**config.mk**
```make
export PLATFORM = sky130hd
export DESIGN_NAME = tdm_demux8
export DESIGN_NICKNAME = d
export VERILOG_FILES = /design/src/rtl/tdm_demux8_pkg.sv /design/src/rtl/tdm_demux8_slot_counter.sv /design/src/rtl/tdm_demux8.sv
export SDC_FILE = /design/constraint.sdc
export NUM_CORES = 1
export LEC_CHECK = 0
export ABC_CLOCK_PERIOD_IN_PS = 4800
export CORE_MARGIN = 3
export CORE_UTILIZATION = 49
export DETAILED_ROUTE_END_ITERATION = 10
export MAX_ROUTING_LAYER = met4
export PLACE_DENSITY = 0.86
export RECOVER_POWER = 50
export SETUP_SLACK_MARGIN = 0.3
export SYNTH_ARGS = -nofsm -noshare
export SYNTH_HDL_FRONTEND = slang
export SYNTH_SLANG_ARGS = --single-unit
```
**constraint.sdc**
```tcl
create_clock -name clk -period 4.8 [get_ports clk]
set_input_delay 1.2 -clock clk [delete_from_list [all_inputs] [get_ports clk]]
set_output_delay 1.2 -clock clk [all_outputs]
set_load 0.01 [all_outputs]
```
**src/rtl/tdm_demux8_pkg.sv**
```systemverilog
// Shared sizing and state encoding for the mux8 TDM receive path.
package tdm_demux8_pkg;
    localparam int N_CH  = 8;
    localparam int SEL_W = 3;

    typedef enum logic {
        ST_IDLE = 1'b0,
        ST_RUN  = 1'b1
    } state_t;
endpackage

```
**src/rtl/tdm_demux8_slot_counter.sv**
```systemverilog
// Slot counter: steps through channels, restarts at 1 on a new frame's channel 0.
module tdm_demux8_slot_counter
    import tdm_demux8_pkg::*;
(
    input  logic             clk,
    input  logic             reset,
    input  logic             inc,
    input  logic             load1,
    input  logic             clr,
    output logic [SEL_W-1:0] cnt,
    output logic             wrap
);
    always_ff @(posedge clk) begin
        if (reset || clr)
            cnt <= '0;
        else if (load1)
            cnt <= SEL_W'(1);
        else if (inc)
            cnt <= cnt + 1'b1;
    end

    // Last slot of the frame; the next increment rolls over to channel 0.
    assign wrap = &cnt;
endmodule

```
**src/rtl/tdm_demux8.sv**
```systemverilog
// Receive end of the mux8 link: drives the select, samples the serial bit and
// rebuilds the parallel word with a frame_valid strobe.
module tdm_demux8
    import tdm_demux8_pkg::*;
(
    input  logic             clk,
    input  logic             reset,
    input  logic             en,
    input  logic             sync,
    input  logic             d_in,
    output logic [SEL_W-1:0] chan,
    output logic [N_CH-1:0]  Y,
    output logic             frame_valid,
    output logic             sync_err,
    output logic             busy
);
    state_t            state, state_n;
    logic [SEL_W-1:0]  cnt, sh_idx;
    logic [N_CH-2:0]   shadow;
    logic              wrap, cnt_inc, cnt_load, cnt_clr;
    logic              sh_we, sh_first, y_we, se_n;

    tdm_demux8_slot_counter u_cnt (
        .clk   (clk),
        .reset (reset),
        .inc   (cnt_inc),
        .load1 (cnt_load),
        .clr   (cnt_clr),
        .cnt   (cnt),
        .wrap  (wrap)
    );

    always_comb begin
        state_n  = state;
        cnt_inc  = 1'b0;
        cnt_load = 1'b0;
        cnt_clr  = 1'b0;
        sh_we    = 1'b0;
        sh_first = 1'b0;
        y_we     = 1'b0;
        se_n     = 1'b0;
        case (state)
            ST_IDLE: begin
                if (en && sync) begin
                    sh_we    = 1'b1;
                    sh_first = 1'b1;
                    cnt_load = 1'b1;
                    state_n  = ST_RUN;
                end
            end
            ST_RUN: begin
                if (en) begin
                    // sync always restarts the frame; it is only an error mid-frame
                    if (sync) begin
                        se_n     = (cnt != '0);
                        sh_we    = 1'b1;
                        sh_first = 1'b1;
                        cnt_load = 1'b1;
                    end else if (cnt == '0) begin
                        se_n     = 1'b1;
                        cnt_clr  = 1'b1;
                        state_n  = ST_IDLE;
                    end else if (wrap) begin
                        y_we     = 1'b1;
                        cnt_inc  = 1'b1;
                    end else begin
                        sh_we    = 1'b1;
                        cnt_inc  = 1'b1;
                    end
                end
            end
            default: state_n = ST_IDLE;
        endcase
    end

    assign sh_idx = sh_first ? '0 : cnt;

    always_ff @(posedge clk) begin
        if (reset) begin
            state       <= ST_IDLE;
            shadow      <= '0;
            Y           <= '0;
            frame_valid <= 1'b0;
            sync_err    <= 1'b0;
        end else begin
            state       <= state_n;
            frame_valid <= y_we;
            sync_err    <= se_n;
            if (sh_we)
                shadow[sh_idx] <= d_in;
            // channel 7 goes straight into Y, never through the shadow
            if (y_we)
                Y <= {d_in, shadow};
        end
    end

    assign busy = (state == ST_RUN);
    assign chan = busy ? cnt : '0;
endmodule

```
==> flow_summary.ini <==
[grt]
grt_max_degree = 21
grt_pass1_wl_mm = 3.422
grtUsageTotal_pct = 17.44
grt_overflow = 0
antenna_found_initial = 0
grt_pass1_vias = 763

[sta]
slew-limit-headroom_pct = 58.65
rsz0062_at_grt = false
period_needed_ps = 2770
fin_skew_ps = 4.547
fmax_ghz = 0.3611
worst_pin_slew_ps = 618.2
setup_viol = 0
drv_slew = 0
holdWs_ps = 456.7
period_share_pct = 57.70
hold_viol_final = 0
tns_ps = 0

[critical_path]
cp_slowest_cell = dfxtp_1
cp.arrival_ps = 1570
crit_path_start_kind = flip-flop
critPathMaxFanout = 14
crit_type = flip-flop to output pin
slowest_delay_ps = 560
path_cells = and2_1, clkdlybuf4s50_1
cp.required_ps = 3600
critPathCaptureType = output pin

[yosys]
synth_fa_ha_area_share_pct = 6.337
synth_top_family_by_area = simple AND/OR/NAND/NOR gates
netlist_area_um2 = 987.2
synthDistinctLibCells = 25
synth_cells = 108
synthTopCellsByCount = dfxtp_1 (21), nand2_1 (16), a21oi_1 (10)
synthMuxAreaShare_pct = 9.125
ys_ff_latch = 21
async_reset_ff_share_pct = 0
synth.most_common_cell = dfxtp_1
synth-edff-count = 0
synthesis.nets = 118
synth_compound_area_share_pct = 10.77
ys.warnings.count = 0
synth.avg_cell_area_um2 = 9.141
yosys.area_share.xor_xnor_pct = 0
netlist_top_cells_area = dfxtp_1 (43%), mux2i_1 (9.1%), ha_1 (6.3%)
synth_top_area_share_pct = 42.59
seq_area_frac_synth_pct = 42.59
yosys.area_share.simple_pct = 25.73
yosysTopAreaCell = dfxtp_1
synth-main-ff-cell = dfxtp_1

[cts]
holdBufCountCts = 0
path_clk_slew_ps = 120
post-cts-setup-buffers = 0
cts.sinks = 21
worstSkewPairLatency_ps = 290
cts_tree = yes
cts_resized = 0
cts_buffers = 3
clockBufferDepth = 2
htreeDepth = 1
cts-root-buf = clkbuf_4

[floorplanning]
rows = 15
die_h_um = 50.89
initial_core_util_pct = 54.23
die-width_um = 50.89
ios = 19
die_area_mm2 = 0.002589
core-area_mm2 = 0.001821

[pwr]
power_density_mw_per_mm2 = 242.2
p_leak_uw = 0.0005359
ir_worst_vdd_mv = 0.1578

[run]
drv_cap = 0

[routing]
avgViaCountPerCell = 5.403
drt_iter0_drc = 18
ant_nets = 0
vias = 805
wl_mm = 1.866
wl_per_cell_um = 12.52
first_pass_iters = 4
drc = 0

[worst_hold_path]
hold_class = flip-flop to flip-flop

[cells_and_area]
final_nets = 135
area_growth_pct = 20.28
diodes = 0
drive_gt1_share_pct = 5.645

[placement]
io_buffers = 18
place_hpwl_mm = 1.393
gp_congestion = 0.8307

[outcome]
status = complete, no violations
state kept, by name, summed over array words and instances, names as in the netlist:
register	count
shadow	7
frame_valid	1
busy	1
Y	8
u_cnt.cnt	3
sync_err	1
layout by cell type, fill, tap and decap left out, types with 2 or more instances in the layout:
master / Yosys / routed
a21o_1: 2 / 2
a21oi_1: 10 / 10
and2_1: 3 / 3
and3b_1: 2 / 2
and4b_1: 2 / 2
clkbuf_4: 0 / 3
clkdlybuf4s50_1: 0 / 6
dfxtp_1: 21 / 21
dlygate4sd3_1: 0 / 12
ha_1: 5 / 5
inv_1: 4 / 4
mux2i_1: 9 / 9
nand2_1: 16 / 16
nand2b_1: 9 / 9
nand3_1: 3 / 3
nand4_1: 4 / 4
nor2_1: 5 / 5
final cells by class:
type	instances	area (um2)
clock buffer	3	22.52
timing repair buffer	18	180.2
tap	25	31.28
multi-input combinational	77	513.0
inverter	4	15.01
clock inverter	1	5.005
sequential	21	420.4
fill	159	633.1
metal layers:
layer / up-vias / GRT usage [%] / routed length [um]
li1: 403 / - / -
met2: 26 / 29.35 / 915
met3: 8 / 2.624 / 79
met1: 368 / 21.60 / 839
met4: 0 / 5.381 / 31
met5: - / - / 0
report_power, final:
group	total, uW	switching (uW)	internal, uW
Sequential	180	3.64	176
Combinational	24.6	13.4	11.2
Clock	83.3	52.3	31.0
worst paths after layout:
| kind | slack [ps] | to | start | cells past startpoint |
|---|---|---|---|---|
| worst max-delay path | 2030 | chan[2] | busy | 2 |
| worst min-delay path | 460 | Y[0] | Y[0] | 2 |
| worst max register to register | 2900 | u_cnt.cnt[0] | u_cnt.cnt[0] | 7 |
| worst min register to register | 460 | Y[0] | Y[0] | 2 |
cell families after synthesis:
group	count (synthesis)
AO/OA/AOI/OAI	16
flip-flops	21
buffers and inverters	10
AND/OR/NAND/NOR	47
multiplexers	9
adder cells (fa/ha/maj)	5
critical path: cells and delay by family, from the launching register on:
family / cells / cell delay (ps)
buffers and inverters: 1 / 530
DFF: 1 / 560
and+or+nand+nor: 1 / 180
stage by stage:
stage | util (%) | setup slack [ps] | instance area, um2 | total power [uW] | instances
after global placement | 63.71 | 2178 | 1160 | 206.5 | 145
after floorplan | - | 2828 | 987.2 | 199.7 | 108
after detailed placement | 63.71 | 2067 | 1160 | 208.3 | 145
final | 65.22 | 2030 | 1187 | 287.6 | 149
after CTS | 65.22 | 2025 | 1187 | 290.9 | 149
after global routing | 65.22 | 1944 | 1187 | 301.3 | 149
Power figures use the tool's default switching activity.
